<file path="config.mk">
export PLATFORM = sky130hd
export DESIGN_NAME = stereo_frame_fifo
export DESIGN_NICKNAME = d
export VERILOG_FILES = /design/src/rtl/audio_pkg.sv /design/src/rtl/frame_fifo.sv /design/src/rtl/stereo_frame_fifo.sv
export SDC_FILE = /design/constraint.sdc
export NUM_CORES = 1
export LEC_CHECK = 0
export BUFFER_PORTS_ARGS = -buffer_cell sky130_fd_sc_hd__clkbuf_2
export CORE_MARGIN = 2
export CORE_UTILIZATION = 60
export CTS_CLUSTER_SIZE = 20
export DETAILED_ROUTE_END_ITERATION = 10
export PLACE_DENSITY_LB_ADDON = 0.25
export SYNTH_ARGS = -nofsm -noshare
export SYNTH_HDL_FRONTEND = slang
export SYNTH_SLANG_ARGS = --single-unit
</file>
<file path="constraint.sdc">
create_clock -name clock -period 9.74 [get_ports clock]
set_input_delay 0.487 -clock clock [delete_from_list [all_inputs] [get_ports clock]]
set_output_delay 0.487 -clock clock [all_outputs]
set_load 0.005 [all_outputs]
</file>
<file path="src/rtl/audio_pkg.sv">
// Shared types and helpers for the stereo frame buffer: frame layout, buffer state
// and the saturating counter increment.
package audio_pkg;

    localparam int DATA_WIDTH    = 32;
    localparam int COUNTER_WIDTH = 16;

    typedef struct packed {
        logic [DATA_WIDTH-1:0] left;
        logic [DATA_WIDTH-1:0] right;
    } stereo_frame_t;

    typedef enum logic {
        PRIME,
        STREAM
    } buf_state_t;

    // Debug counters stick at all-ones instead of wrapping back to zero.
    function automatic logic [COUNTER_WIDTH-1:0] sat_inc(input logic [COUNTER_WIDTH-1:0] value);
        return (value == '1) ? value : value + 1'b1;
    endfunction

endpackage

</file>
<file path="src/rtl/frame_fifo.sv">
// Plain circular frame store with read/write pointers and occupancy count.
// It only enforces structural legality; drop/stall decisions belong to the caller.
module frame_fifo #(
    parameter int DEPTH = 8,
    parameter int WIDTH = 64
) (
    input  logic                     clock,
    input  logic                     reset,
    input  logic                     push,
    input  logic                     pop,
    input  logic [WIDTH-1:0]         wr_data,
    output logic [WIDTH-1:0]         rd_data,
    output logic [$clog2(DEPTH):0]   count,
    output logic                     full,
    output logic                     empty
);

    localparam int                 PTR_WIDTH  = $clog2(DEPTH);
    localparam logic [PTR_WIDTH:0] FULL_COUNT = (PTR_WIDTH + 1)'(DEPTH);

    logic [WIDTH-1:0]     mem [DEPTH];
    logic [PTR_WIDTH-1:0] wr_ptr;
    logic [PTR_WIDTH-1:0] rd_ptr;
    logic                 do_push;
    logic                 do_pop;

    assign full    = (count == FULL_COUNT);
    assign empty   = (count == '0);
    // A push into a full store is legal only when the head leaves on the same edge.
    assign do_pop  = pop && !empty;
    assign do_push = push && (!full || do_pop);
    assign rd_data = mem[rd_ptr];

    always_ff @(posedge clock) begin
        if (do_push) begin
            mem[wr_ptr] <= wr_data;
        end
    end

    always_ff @(posedge clock or negedge reset) begin
        if (!reset) begin
            wr_ptr <= '0;
            rd_ptr <= '0;
            count  <= '0;
        end else begin
            if (do_push) begin
                wr_ptr <= wr_ptr + 1'b1;
            end
            if (do_pop) begin
                rd_ptr <= rd_ptr + 1'b1;
            end
            case ({do_push, do_pop})
                2'b10:   count <= count + 1'b1;
                2'b01:   count <= count - 1'b1;
                default: count <= count;
            endcase
        end
    end

endmodule

</file>
<file path="src/rtl/stereo_frame_fifo.sv">
// Pairs left/right ADC samples into frames, buffers them, and releases them to the
// DAC channels once a priming level is reached; tracks dropped frames and underruns.
module stereo_frame_fifo
    import audio_pkg::*;
#(
    parameter int DEPTH          = 8,
    parameter int PRIME_LEVEL    = 4,
    parameter bit DROP_WHEN_FULL = 1'b1
) (
    input  logic                     clock,
    input  logic                     reset,
    input  logic [DATA_WIDTH-1:0]    adc_left_data,
    input  logic                     adc_left_valid,
    output logic                     adc_left_ready,
    input  logic [DATA_WIDTH-1:0]    adc_right_data,
    input  logic                     adc_right_valid,
    output logic                     adc_right_ready,
    output logic [DATA_WIDTH-1:0]    dac_left_data,
    output logic                     dac_left_valid,
    input  logic                     dac_left_ready,
    output logic [DATA_WIDTH-1:0]    dac_right_data,
    output logic                     dac_right_valid,
    input  logic                     dac_right_ready,
    output logic [$clog2(DEPTH):0]   fill_level,
    output logic [15:0]              overflow_count,
    output logic [15:0]              underrun_count,
    output logic                     streaming
);

    localparam int                   COUNT_WIDTH = $clog2(DEPTH) + 1;
    localparam logic [COUNT_WIDTH-1:0] PRIME_COUNT = COUNT_WIDTH'(PRIME_LEVEL);
    localparam logic [COUNT_WIDTH-1:0] ONE_FRAME   = COUNT_WIDTH'(1);

    logic [DATA_WIDTH-1:0]  hold_l;
    logic [DATA_WIDTH-1:0]  hold_r;
    logic                   hold_l_full;
    logic                   hold_r_full;
    logic                   hold_l_full_next;
    logic                   hold_r_full_next;
    logic                   left_take;
    logic                   right_take;
    logic                   frame_done;
    logic                   frame_clear;
    logic                   push;
    logic                   pop;
    logic                   drop;
    logic                   fifo_full;
    logic                   fifo_empty;
    logic [COUNT_WIDTH-1:0] count;
    stereo_frame_t          push_frame;
    stereo_frame_t          head_frame;
    logic                   sent_l;
    logic                   sent_r;
    logic                   done_l;
    logic                   done_r;
    logic                   head_offered;
    logic                   going_prime;
    buf_state_t             state;
    buf_state_t             state_next;

    frame_fifo #(
        .DEPTH (DEPTH),
        .WIDTH ($bits(stereo_frame_t))
    ) u_frame_fifo (
        .clock   (clock),
        .reset   (reset),
        .push    (push),
        .pop     (pop),
        .wr_data (push_frame),
        .rd_data (head_frame),
        .count   (count),
        .full    (fifo_full),
        .empty   (fifo_empty)
    );

    assign left_take   = adc_left_valid && adc_left_ready;
    assign right_take  = adc_right_valid && adc_right_ready;
    assign frame_done  = hold_l_full && hold_r_full;
    assign push_frame  = stereo_frame_t'{left: hold_l, right: hold_r};

    // A completed frame either enters the store, is discarded, or waits in the holding registers.
    assign push        = frame_done && (!fifo_full || pop);
    assign drop        = DROP_WHEN_FULL && frame_done && fifo_full && !pop;
    assign frame_clear = push || drop;

    assign hold_l_full_next = (hold_l_full && !frame_clear) || left_take;
    assign hold_r_full_next = (hold_r_full && !frame_clear) || right_take;

    always_ff @(posedge clock or negedge reset) begin
        if (!reset) begin
            hold_l          <= '0;
            hold_r          <= '0;
            hold_l_full     <= 1'b0;
            hold_r_full     <= 1'b0;
            adc_left_ready  <= 1'b0;
            adc_right_ready <= 1'b0;
        end else begin
            if (left_take) begin
                hold_l <= adc_left_data;
            end
            if (right_take) begin
                hold_r <= adc_right_data;
            end
            hold_l_full     <= hold_l_full_next;
            hold_r_full     <= hold_r_full_next;
            adc_left_ready  <= !hold_l_full_next;
            adc_right_ready <= !hold_r_full_next;
        end
    end

    // Each DAC channel takes the head sample on its own; the frame leaves once both have it.
    assign head_offered    = (state == STREAM) && !fifo_empty;
    assign dac_left_valid  = head_offered && !sent_l;
    assign dac_right_valid = head_offered && !sent_r;
    assign dac_left_data   = head_frame.left;
    assign dac_right_data  = head_frame.right;
    assign done_l          = sent_l || (dac_left_valid && dac_left_ready);
    assign done_r          = sent_r || (dac_right_valid && dac_right_ready);
    assign pop             = head_offered && done_l && done_r;

    always_ff @(posedge clock or negedge reset) begin
        if (!reset) begin
            sent_l <= 1'b0;
            sent_r <= 1'b0;
        end else if (pop) begin
            sent_l <= 1'b0;
            sent_r <= 1'b0;
        end else begin
            sent_l <= done_l;
            sent_r <= done_r;
        end
    end

    always_comb begin
        state_next  = state;
        going_prime = 1'b0;
        case (state)
            PRIME: begin
                if (count >= PRIME_COUNT) begin
                    state_next = STREAM;
                end
            end
            STREAM: begin
                // Only the pop that empties the store with nothing arriving counts as an underrun.
                if (pop && !push && (count == ONE_FRAME)) begin
                    state_next  = PRIME;
                    going_prime = 1'b1;
                end
            end
            default: state_next = PRIME;
        endcase
    end

    always_ff @(posedge clock or negedge reset) begin
        if (!reset) begin
            state          <= PRIME;
            overflow_count <= '0;
            underrun_count <= '0;
        end else begin
            state <= state_next;
            if (drop) begin
                overflow_count <= sat_inc(overflow_count);
            end
            if (going_prime) begin
                underrun_count <= sat_inc(underrun_count);
            end
        end
    end

    assign fill_level = count;
    assign streaming  = (state == STREAM);

endmodule

</file>
Word level (Yosys, flattened, before mapping)
Memories as Yosys holds them, arrays and structs flattened. Cells that the tools add are included.

Word-level logic and storage cells: 80. Output and inout bits: 105. Bits of input ports: 70. Memories: 1. Memory bits (writable): 512. Flip-flop bits (word level): 113.

Memory list: u_frame_fifo.mem (depth 8, bits a word 64, read ports 1, clocked after Yosys merged registers in 0, write ports 1, RTL line frame_fifo.sv:21) `logic [WIDTH-1:0] mem [DEPTH];`.

Eq/ne operators: 6. Mux-type cells: 10. $add $sub $neg: 6. Reductions and logical operators: 39. Magnitude comparators: 1. Bitwise gates (word level): 3.

Operators with widths (count): $add 16x1->16 const B (2); $eq 16x16->1 const B (2); $logic_and 1x1->1 (19); $logic_not 1->1 (9); $mux 1 (8); $pmux 4 s2 (1); $logic_or 1x1->1 (7); $add 3x1->3 const B (2); $add 4x1->4 const B (1); $eq 4x1->1 const B (1); $eq 4x4->1 const B (1); $ge 4x3->1 const B (1); $logic_not 4->1 (1); $reduce_and 2->1 (2); $sub 4x1->4 const B (1); $not 1->1 (3); $eq 2x1->1 const B (1); $eq 2x2->1 const B (1); $pmux 1 s2 (1); $reduce_bool 2->1 (1).

Logic depth before layout (Yosys ltp)
Gate-level depths: netlist of the first run.

Depth after elaboration: 16. Depth in mapped cells: 10. Gate-level depth less buffers: 9.

Cells and area by module
From an unflattened synthesis of the first run, not the netlist that was laid out.

Cell total of the unflattened synthesis: 1115. Area total of the unflattened synthesis: 24021.8 um2.

Modules (own cells, without submodules): frame_fifo (cells each 810, seq. area each 15625.0 um2, area an instance 19856.5 um2, instances 1); stereo_frame_fifo (cells each 305, seq. area each 2577.5 um2, area an instance 4165.2 um2, instances 1).

Worst setup path after synthesis of the first run
OpenSTA, ideal clock, no wires.

Path type: input to register. From: in dac_left_ready. To: mem u_frame_fifo.mem[1][0], enable pin. Path slack: 1.129 ns. Required time: 9.073 ns. Library setup time: 0.667 ns. Cell stages on the path: 5. Buffers on the path: 0. Data arrival time: 7.944 ns. Path through: o21ai_1 -> o2111ai_1 -> and2b_1 -> inv_1 -> nor4b_1.

Cells in the longest elaborated chain, start to end: 9. Elaborated cells on any way between the ends: 11. Those cells by class: mux: 2; reduce/logical: 9.

Ends and longest elaborated chain: start: declaration (RTL line stereo_frame_fifo.sv:20) `input logic dac_left_ready,`; $logic_and 1x1->1 (*) (RTL line stereo_frame_fifo.sv:117) `assign done_l = sent_l || (dac_left_valid && dac_left_ready);`; $logic_or 1x1->1 (*) (RTL line stereo_frame_fifo.sv:117); $logic_and 1x1->1 (*) (2 in a row) (RTL line stereo_frame_fifo.sv:119) `assign pop = head_offered && done_l && done_r;`; $logic_or 1x1->1 or $logic_and 1x1->1 (tied branches) (RTL line stereo_frame_fifo.sv:82, frame_fifo.sv:30); $logic_and 1x1->1 or $logic_or 1x1->1 (tied branches) (RTL line stereo_frame_fifo.sv:82, frame_fifo.sv:31); $logic_and 1x1->1 (*) (RTL line frame_fifo.sv:31) `assign do_push = push && (!full || do_pop);`; $mux 1 (*) (RTL line frame_fifo.sv:35) `if (do_push) begin`; $mux 1 (implied by the code) (*) (RTL line frame_fifo.sv:36) `mem[wr_ptr] <= wr_data;`; end: declaration (RTL line frame_fifo.sv:21).

Mark *: on every way between the ends. The rest lies on a longest branch, timed or not.

Worst setup path in the final report of the first run
From: reg u_frame_fifo.rd_ptr[0]. To: out dac_left_data[14].

Cells in the longest elaborated chain, start to end: 1.

Ends and longest elaborated chain: start: declaration (RTL line frame_fifo.sv:23) `logic [PTR_WIDTH-1:0] rd_ptr;`; start signal: assignment (RTL line frame_fifo.sv:50) `rd_ptr <= rd_ptr + 1'b1;`; $mem_v2 8x64; end: declaration (RTL line stereo_frame_fifo.sv:18) `output logic [DATA_WIDTH-1:0] dac_left_data,`.

Every way passes these cells.

==> results of run 1 <==
## cells by family after synthesis
| logic type | count (synthesis) | synth area share [%] |
|---|---|---|
| compound gates | 10 | 0.314 |
| xor+xnor | 37 | 1.36 |
| fa+ha+maj | 8 | 0.419 |
| buf+inv | 55 | 0.959 |
| flops | 625 | 76.2 |
| mux | 260 | 18.3 |
| simple gates | 103 | 2.47 |
## per-stage QoR
stage / std cells / hold slack [ns] / total power, W
2_1_floorplan: 1098 / 0.191 / 0.00545
3_5_place_dp: 1771 / 0.491 / 0.00623
6_report: 1883 / 0.121 / 0.00843
4_1_cts: 1882 / 0.0857 / 0.00854
5_1_grt: 1883 / 0.0965 / 0.00884
3_3_place_gp: 1771 / 0.481 / 0.00616
## layout by cell type, fill, tap and decap left out, types with 5 or more instances in the layout
cell,n
edfxtp_1,512
clkbuf_2,173
mux2_2,131
mux4_2,128
dfrtp_1,110
clkbuf_16,61
xnor2_1,30
nand2_1,24
clkbuf_1,19
buf_4,19
nand4_1,17
nor2_1,14
nand3_1,13
clkinv_2,11
inv_1,9
clkinv_1,9
ha_1,8
bufinv_16,8
xor2_1,7
and3_1,5
## report_power, final
part / internal [W] / total, W / switching (W)
combinational: 0.00107 / 0.00200 / 0.000924
clock: 0.00137 / 0.00229 / 0.000920
sequential: 0.00365 / 0.00414 / 0.000490
total: 0.00609 / 0.00843 / 0.00233
## repair_timing
action                                 CTS  global route
setup buffers                            0             0
endpoints found under the hold margin   58             0
hold buffers                             1             0
## registers in the layout (all words and copies together), names as in the netlist
| register | cells |
|---|---|
| hold_r_full | 1 |
| overflow_count | 16 |
| hold_r | 32 |
| u_frame_fifo.mem | 512 |
| u_frame_fifo.wr_ptr | 3 |
| sent_r | 1 |
| adc_right_ready | 1 |
| streaming | 1 |
| u_frame_fifo.rd_ptr | 3 |
| underrun_count | 16 |
| adc_left_ready | 1 |
| sent_l | 1 |
| hold_l_full | 1 |
| hold_l | 32 |
| u_frame_fifo.count | 4 |
## metal layers
layer  share of wire (%)  track usage (%)  routed length, um  up-vias
met5               0.087                0                 40        -
met4                 2.4             7.51               1100        6
met2                  50             37.4              22800      356
li1                    -                -                  -     4888
met3                 6.6             4.30               3030       85
met1                  41             32.3              19000     5883
## worst min path at each step
| stage | startpoint | endpoint | slack, ns | cells past startpoint |
|---|---|---|---|---|
| floorplan | reset | adc_left_ready | 0.19 | 0 |
| global placement | overflow_count[9] | overflow_count[9] | 0.48 | 1 |
| detailed placement | overflow_count[15] | overflow_count[15] | 0.49 | 1 |
| CTS | adc_right_data[23] | hold_r[23] | 0.09 | 2 |
| global route | adc_left_data[7] | hold_l[7] | 0.1 | 2 |
| finish | adc_left_data[7] | hold_l[7] | 0.12 | 2 |
## area by class of cell
cell class | count | area [sq um]
Antenna cell | 1 | 2.50
Clock buffer | 82 | 1630
Clock inverter | 28 | 329
Fill cell | 2463 | 12100
Inverter | 9 | 33.8
Multi-Input combinational cell | 418 | 5510
Sequential cell | 625 | 18200
Tap cell | 525 | 657
Timing Repair Buffer | 195 | 1050
==> reports/qor.yml, run 1 <==
detailed_routing:
  wl_um: 46000
  drt_iter0_markers: 691
  wire_per_inst_um: 24.4
  drtPass1Iterations: 5
  vias: 11200
  vias_per_cell: 5.96
  drc: 0
  ant_nets: 0
placed_design:
  io_buffer_count: 174
  dp_hpwl_um: 24000
  dpl_cell_area_sq_um: 25500
  dpl_worst_slack_ns: 6.14
  routabilityCongestion: 0.747
clocking:
  cts_buffers: 60
  root_buffer: "clkbuf_16"
  cts.repair.resized: 0
  cts_max_level: 2
  cts_buffer_depth: 3
  cts_sinks: 625
  clk_pin_slew_ns: 0.06
  clkLatencyLatePin_ns: 0.59
  cts_tree: "done"
yosys:
  synth.top_cell.area_share_pct: 64.4
  syn_area_sq_um: 23900
  postSynthCellCount: 1098
  synth-seq-cells: 625
  synthFlopType: "edfxtp_1"
  synth-seq-area-share_pct: 76.2
  synth-edff-count: 512
  avgSynthCellArea_sq_um: 21.8
  yosys_warnings: 0
  synthMostInstantiatedCell: "edfxtp_1"
  synth_commonest_cells: "edfxtp_1, mux2_2, mux4_2"
  synth_cell_type_count: 35
  synthTopCellsByArea: "edfxtp_1, mux4_2, dfrtp_1, mux2_2, xnor2_1"
  async_reset_ff_share_pct: 18.1
  yosysTopAreaCell: "edfxtp_1"
  synthesis.nets: 1176
sta:
  skew_ns: 0.0125
  fmax_mhz: 261
  timing.final.max_slew_violations: 0
  tns_ns: 0
  setup_ws_ns: 5.90
  slew_headroom_pct: 25.5
  finalHoldViolCount: 0
  fin_crit_sh_pct: 39.4
  worst_pin_slew_ns: 1.12
  setup_viol: 0
  rsz0062_at_grt: "no"
  period_minus_slack_ns: 3.84
worst_setup_path:
  cp_num_cells: 4
  startpoint_type: "register"
  crit_family: "flip-flops"
  r2r_slack_ns: 6.29
  cp.buffers_inverters: 2
  reg2reg_from: "streaming"
  r2r_cells: 6
  crit_end: "dac_left_data[14]"
  crit_path_max_incr_delay_ns: 0.99
  startpoint: "u_frame_fifo.rd_ptr[0]"
  crit_path_end_kind: "output pin"
  path_class: "reg -> out"
  reg2reg_to: "u_frame_fifo.mem[3][43]"
  crit_chain: "buf_12 > mux4_2 > mux2_2 > clkbuf_2"
  path_max_fanout: 90
  crit_path_top_delay_cell: "dfrtp_4"
  critPathRequiredTime_ns: 9.25
  arrival_ns: 3.35
cells_and_area:
  fin_area_sq_um: 27400
  nets: 1387
  drive_above_1_share_pct: 40.7
  final_util_pct: 69.3
  area_growth_pct: 14.8
global_route:
  grt_usage_pct: 23.0
  grt_pass1_vias: 11800
  globalRouteOverflowTotal: 0
  grt_pass1_wl_um: 70100
  antenna_found_initial: 4
  grt_max_degree: 91
worst_hold_path:
  hold_path.class: "in -> reg"
status:
  status: "completed"
die:
  core.rowCount: 73
  die_x_um: 204
  start_util_pct: 60.4
  fp.dieH_um: 204
  core_area_sq_um: 39500
  top_level_ports: 175
  die_area_sq_um: 41400
pwr:
  vdd_drop_max_mv: 0.194
  power_density_nw_per_um2: 307
  p_leak_nw: 9.55
job:
  maxCapViolations: 0
(Power assumes the default switching activity.)
==> run 2, diff against run 1 <==
Settings changed: CORE_UTILIZATION 60 to 54.
Clock period 9.74 ns to 3.4 ns, I/O delays scaled along.
==> reports/qor.yml, run 2 (synthesis results as in run 1) <==
sta:
  tns_ns: 0  # unchanged
  fin_crit_sh_pct: 86.7
  skew_ns: 0.0118  # -0.000705 ns
  fmax_mhz: 339
  rsz0062_at_grt: "no"
  setup_ws_ns: 0.453  # -5.45 ns
  slew_headroom_pct: 50.9  # +25 points
  worst_pin_slew_ns: 0.736  # -0.382 ns
  finalHoldViolCount: 0  # unchanged
  setup_viol: 0  # unchanged
  timing.final.max_slew_violations: 0  # unchanged
  period_minus_slack_ns: 2.95
cells_and_area:
  finalNonFillerCells: 2032  # +7.9%
  seqCellArea_sq_um: 18200  # unchanged
  final_common_cell: "edfxtp_1"
  fin_area_sq_um: 28500  # +3.8%
  area_growth_pct: 19.1
  fill_cells: 2985  # +21%
  top_regs: "u_frame_fifo.mem: 512 flops, hold_l: 32 flops, hold_r: 32 flops"
  nets: 1465  # +5.6%
  largest_register_ffs: 512  # unchanged
  drive_above_1_share_pct: 40.1  # -0.58 points
  final_cell_mix: "edfxtp_1, clkbuf_2, mux2_2, mux4_2, dfrtp_1"
  largest-register: "u_frame_fifo.mem"
  multi_input_area_sq_um: 5580  # +1.3%
worst_setup_path:
  path_max_fanout: 23  # -74%
  crit_path_end_kind: "output pin"
  arrival_ns: 2.78  # -0.57 ns
  critPathRequiredTime_ns: 3.23  # -6.02 ns
  path_class: "reg -> out"
  r2r_slack_ns: 0.51  # -5.78 ns
  startpoint_type: "register"
die:
  top_level_ports: 175  # unchanged
  core.rowCount: 77  # +5.5%
  die_x_um: 214  # +5.3%
  start_util_pct: 54.4  # -6.0 points
  die_area_sq_um: 45900  # +11%
  fp.dieH_um: 214  # +5.3%
  core_area_sq_um: 43900  # +11%
placed_design:
  io_buffer_count: 174  # unchanged
  dpl_cell_area_sq_um: 25800  # +1.4%
  dp_hpwl_um: 26200  # +9.0%
  dpl_worst_slack_ns: 0.547  # -5.59 ns
  routabilityCongestion: 0.762  # +2.1%
  dp.cells: 1849  # +4.4%
pwr:
  vdd_drop_max_mv: 0.577  # +200%
  p_leak_nw: 9.94  # +4.1%
  p_total_w: 0.0245  # +190%
  power_density_nw_per_um2: 860  # +180%
global_route:
  antenna_found_initial: 2  # -2
  grt_usage_pct: 21.0  # -2.1 points
  grt_pass1_vias: 12400  # +4.9%
  grt_max_degree: 69  # -24%
  grt_pass1_wl_um: 72700  # +3.6%
  globalRouteOverflowTotal: 0  # unchanged
detailed_routing:
  drtPass1Iterations: 5  # unchanged
  wire_per_inst_um: 23.0  # -5.7%
  drt_iter0_markers: 813  # +18%
  vias_per_cell: 5.68  # -4.6%
  ant_nets: 0  # unchanged
  drc: 0  # unchanged
  vias: 11500  # +2.9%
  wl_um: 46800  # +1.8%
clocking:
  clk_pin_slew_ns: 0.06  # about the same
  cts.repair.resized: 0  # unchanged
  clkLatencyLatePin_ns: 0.61  # +0.02 ns
  cts_buffers: 60  # unchanged
  ctsHoldBuffers: 68  # +67
  cts_sinks: 625  # unchanged
  cts_max_level: 2  # unchanged
  cts_tree: "done"
  root_buffer: "clkbuf_16"
  cts_buffer_depth: 3  # unchanged
  cts_setup_buffers: 0  # unchanged
worst_hold_path:
  hold_path.class: "in -> async"
job:
  maxCapViolations: 0  # unchanged
status:
  status: "completed"
-- run 2: cell types whose count changed in the layout (fill, tap and decap cells not counted), sizes merged --
cell / change
inv: +3
clkinvlp: +5
clkbuf: -3
clkinv: +2
bufinv: -3
buf: +11
dlygate4sd3: +67
-- run 2: power by group --
group          total, W  switching (W)  internal [W]
clock network   0.00655        0.00275       0.00380
registers        0.0119        0.00141        0.0104
logic           0.00605        0.00277       0.00328
total            0.0245        0.00694        0.0175
-- run 2: critical path: stages (launching register included) --
cell,delay (ns)
dfrtp_4,0.75
buf_4,0.43
mux4_2,0.56
mux2_2,0.27
clkbuf_2,0.13
-- run 2: metrics by stage --
step	hold slack [ns]	util (%)
after global routing	0.204	64.8
after floorplan	-0.126	-
after detailed placement	0.264	58.7
final	0.166	64.8
after CTS	0.177	64.8
after global placement	0.262	58.7
-- run 2: path summary, 6_finish.rpt --
| kind | cells after the start | startpoint | end |
|---|---|---|---|
| max | 4 | u_frame_fifo.rd_ptr[0] | dac_left_data[16] |
| min | 2 | reset | hold_r[6] |
| max reg2reg | 9 | u_frame_fifo.count[0] | u_frame_fifo.count[3] |
| min reg2reg | 1 | overflow_count[12] | overflow_count[12] |
| max in group asynchronous | 3 | reset | u_frame_fifo.count[2] |
| min in group clock | 3 | adc_right_valid | hold_r[19] |
-- run 2: cell type report --
type / instances / area share, %
flip-flops and latches: 625 / 64.0
repair buffers: 273 / 6.73
multi-input cells: 418 / 19.6
inverters: 9 / 0.119
diodes: 1 / 0.00879
clock inverters: 35 / 1.10
well taps: 592 / 2.60
clock buffers: 79 / 5.81
-- run 2: metal layers --
layer	wire length, um	track usage, %	vias to the layer above
met5	7	0	-
met4	851	5.93	2
met3	2670	4.01	60
met2	23100	34.4	303
met1	20100	29.2	6120
li1	-	-	5060
==> run 3, diff against run 2 <==
Settings changed: SYNTH_HIERARCHICAL set to 1.
==> reports/qor.yml, run 3 <==
die:
  top_level_ports: 175  # unchanged
  die_x_um: 215  # +0.28%
  fp.dieH_um: 215  # +0.28%
  core_area_sq_um: 44000  # +0.22%
  start_util_pct: 54.6  # +0.19 points
  die_area_sq_um: 46200  # +0.55%
  core.rowCount: 77  # unchanged
pwr:
  p_int_w: 0.0179  # +1.9%
  power_density_nw_per_um2: 873  # +1.5%
  vdd_drop_max_mv: 0.585  # +1.3%
  p_leak_nw: 10.1  # +1.5%
  power_switching_w: 0.00711  # +2.5%
  p_total_w: 0.0250  # +2.1%
  power_frac_clock_pct: 26.6  # -0.2 points
  p_seq_share_pct: 47.7  # -0.8 points
  combPwrFrac_pct: 25.6  # +0.9 points
  power.share.switching_pct: 28.5  # +0.11 points
detailed_routing:
  drtPass1Iterations: 4  # -1
  vias_per_cell: 5.60  # -1.4%
  ant_nets: 0  # unchanged
  vias: 11500  # -0.41%
  wl_um: 45500  # -2.8%
  drc: 0  # unchanged
  wire_per_inst_um: 22.2  # -3.8%
  drt_iter0_markers: 726  # -11%
sta:
  rsz0062_at_grt: "no"
  slew_headroom_pct: 27.7  # -23 points
  fmax_mhz: 322  # -5.2%
  setup_ws_ns: 0.292  # -0.161 ns
  period_minus_slack_ns: 3.11  # +0.161 ns
  timing.final.max_slew_violations: 0  # unchanged
  skew_ns: 0.00927  # -0.00250 ns
  worst_pin_slew_ns: 1.08  # +0.345 ns
  finalHoldViolCount: 0  # unchanged
  fin_crit_sh_pct: 91.4  # +4.7 points
  setup_viol: 0  # unchanged
yosys:
  synth-seq-cells: 625  # unchanged
  synthesis.nets: 1192  # +1.4%
  synth-seq-area-share_pct: 75.8  # -0.42 points
  async_reset_ff_share_pct: 18.1  # unchanged
  synth-edff-count: 512  # unchanged
  synthMostInstantiatedCell: "edfxtp_1"
  yosysTopAreaCell: "edfxtp_1"
  avgSynthCellArea_sq_um: 21.5  # -0.97%
  synthTopCellsByArea: "edfxtp_1, mux4_2, dfrtp_1, mux2_2, xnor2_1"
  synth.top_cell.area_share_pct: 64.0  # -0.36 points
  postSynthCellCount: 1115  # +1.5%
  synth_cell_type_count: 45  # +29%
  synth_commonest_cells: "edfxtp_1, mux2_2, mux4_2"
  syn_area_sq_um: 24000  # +0.56%
  yosys_warnings: 6  # +6
  synthFlopType: "edfxtp_1"
worst_setup_path:
  r2r_cells: 13  # +4
  path_max_fanout: 8  # -65%
  critPathRequiredTime_ns: 3.94  # +0.71 ns
  reg2reg_to: "u_frame_fifo/count[3]"
  arrival_ns: 3.64  # +0.86 ns
  startpoint_type: "register"
  path_class: "reg -> reg"
  r2r_slack_ns: 0.29  # -0.22 ns
  crit_path_end_kind: "register"
  reg2reg_from: "u_frame_fifo/count[1]"
status:
  status: "completed"
clocking:
  cts_sinks: 625  # unchanged
  cts_buffers: 61  # +1.7%
  cts_setup_buffers: 0  # unchanged
  cts.repair.resized: 0  # unchanged
  cts_buffer_depth: 3  # unchanged
  cts_max_level: 2  # unchanged
  root_buffer: "clkbuf_16"
  cts_tree: "done"
  clkLatencyLatePin_ns: 0.61  # about the same
  clk_pin_slew_ns: 0.06  # about the same
  ctsHoldBuffers: 68  # unchanged
cells_and_area:
  final_common_cell: "edfxtp_1"
  largest_register_ffs: 512  # unchanged
  nets: 1483  # +1.2%
  final_cell_mix: "edfxtp_1, clkbuf_2, mux2_2, mux4_2, dfrtp_1"
  drive_above_1_share_pct: 40.3  # +0.20 points
  finalNonFillerCells: 2052  # +0.98%
  area_growth_pct: 19.1  # about the same
  largest-register: "u_frame_fifo/mem"
  top_regs: "u_frame_fifo/mem: 512 flops, hold_l: 32 flops, hold_r: 32 flops"
global_route:
  grt_pass1_vias: 12200  # -1.7%
  antenna_found_initial: 2  # unchanged
  grt_pass1_wl_um: 71300  # -2.0%
  globalRouteOverflowTotal: 0  # unchanged
  grt_max_degree: 95  # +38%
  grt_usage_pct: 20.3  # -0.62 points
placed_design:
  dp_hpwl_um: 26100  # -0.52%
  dp.cells: 1867  # +0.97%
  dpl_worst_slack_ns: 0.292  # -0.255 ns
  io_buffer_count: 174  # unchanged
  routabilityCongestion: 0.807  # +5.8%
job:
  maxCapViolations: 0  # unchanged
worst_hold_path:
  hold_path.class: "in -> async"
## run 3: changes by cell type in the layout (fill, tap and decap cells not counted), moves of 4 or more
cell / previous run / this run
nand2_1: 24 / 19
buf_12: 10 / 16
or2_2: 0 / 4
xnor2_1: 30 / 26
nor2_4: 1 / 6
nand4_1: 17 / 12
clkinv_2: 10 / 16
buf_4: 21 / 15
inv_1: 8 / 13
## run 3: critical path, stage by stage (launching register included)
cell and delay (ns):
dfrtp_1 0.43, or3_1 0.42, nor2_2 0.13, nand2b_4 0.16
or3_4 0.15, a21oi_2 0.05, buf_4 0.16, or2_2 0.31
inv_1 0.09, ha_1 0.25, or2_2 0.31, a21oi_1 0.20
mux2i_1 0.22, nand3b_1 0.14
## run 3: cell type report
| class | count | area, sq um |
|---|---|---|
| well taps | 592 | 741 |
| clock buffers | 80 | 1670 |
| repair buffers | 273 | 1990 |
| multi-input cells | 431 | 5600 |
| inverters | 14 | 56.3 |
| flip-flops and latches | 625 | 18200 |
| fillers | 2886 | 15400 |
| diodes | 1 | 2.50 |
| clock inverters | 36 | 335 |
## run 3: cells by family after synthesis
group / count (synthesis) / synth area share [%]
buf+inv: 59 / 1.35
mux: 263 / 18.3
compound gates: 16 / 0.432
flops: 625 / 75.8
simple gates: 109 / 2.41
fa+ha+maj: 7 / 0.396
xor+xnor: 36 / 1.31
## run 3: power groups by stage
| stage | combinational [W] | clock, W | sequential [W] |
|---|---|---|---|
| 2_1_floorplan | 0.00464 | 0 | 0.0114 |
| 3_3_place_gp | 0.00641 | 0 | 0.0120 |
| 3_5_place_dp | 0.00645 | 0 | 0.0121 |
| 4_1_cts | 0.00657 | 0.00680 | 0.0120 |
| 5_1_grt | 0.00697 | 0.00711 | 0.0122 |
| 6_report | 0.00640 | 0.00665 | 0.0119 |
## run 3: worst max path at each step
stage / from / to / depth (start not counted)
after global placement: u_frame_fifo/count[1] / u_frame_fifo/count[3] / 13
after CTS: u_frame_fifo/count[1] / u_frame_fifo/count[3] / 13
after detailed placement: u_frame_fifo/count[1] / u_frame_fifo/count[3] / 13
final: u_frame_fifo/count[1] / u_frame_fifo/count[3] / 13
after floorplan: u_frame_fifo/count[2] / u_frame_fifo/mem[0][0] / 10
after global routing: u_frame_fifo/count[1] / u_frame_fifo/count[3] / 13
## run 3: per-stage QoR
stage	hold slack (ns)	util, %	instance area (sq um)	setup TNS (ns)
2_1_floorplan	-0.126	-	24100	-52.37
3_3_place_gp	0.345	58.9	25900	0
5_1_grt	0.318	65.0	28600	0
3_5_place_dp	0.358	58.9	25900	0
4_1_cts	0.268	65.0	28600	0
6_report	0.241	65.0	28600	0
## run 3: metal layers
| layer | vias to the layer above | wire (um) | global-route usage [%] |
|---|---|---|---|
| met5 | - | 13 | 0 |
| met1 | 6036 | 19500 | 28.6 |
| met2 | 291 | 22500 | 32.8 |
| li1 | 5097 | - | - |
| met3 | 72 | 2510 | 3.95 |
| met4 | 2 | 993 | 6.30 |
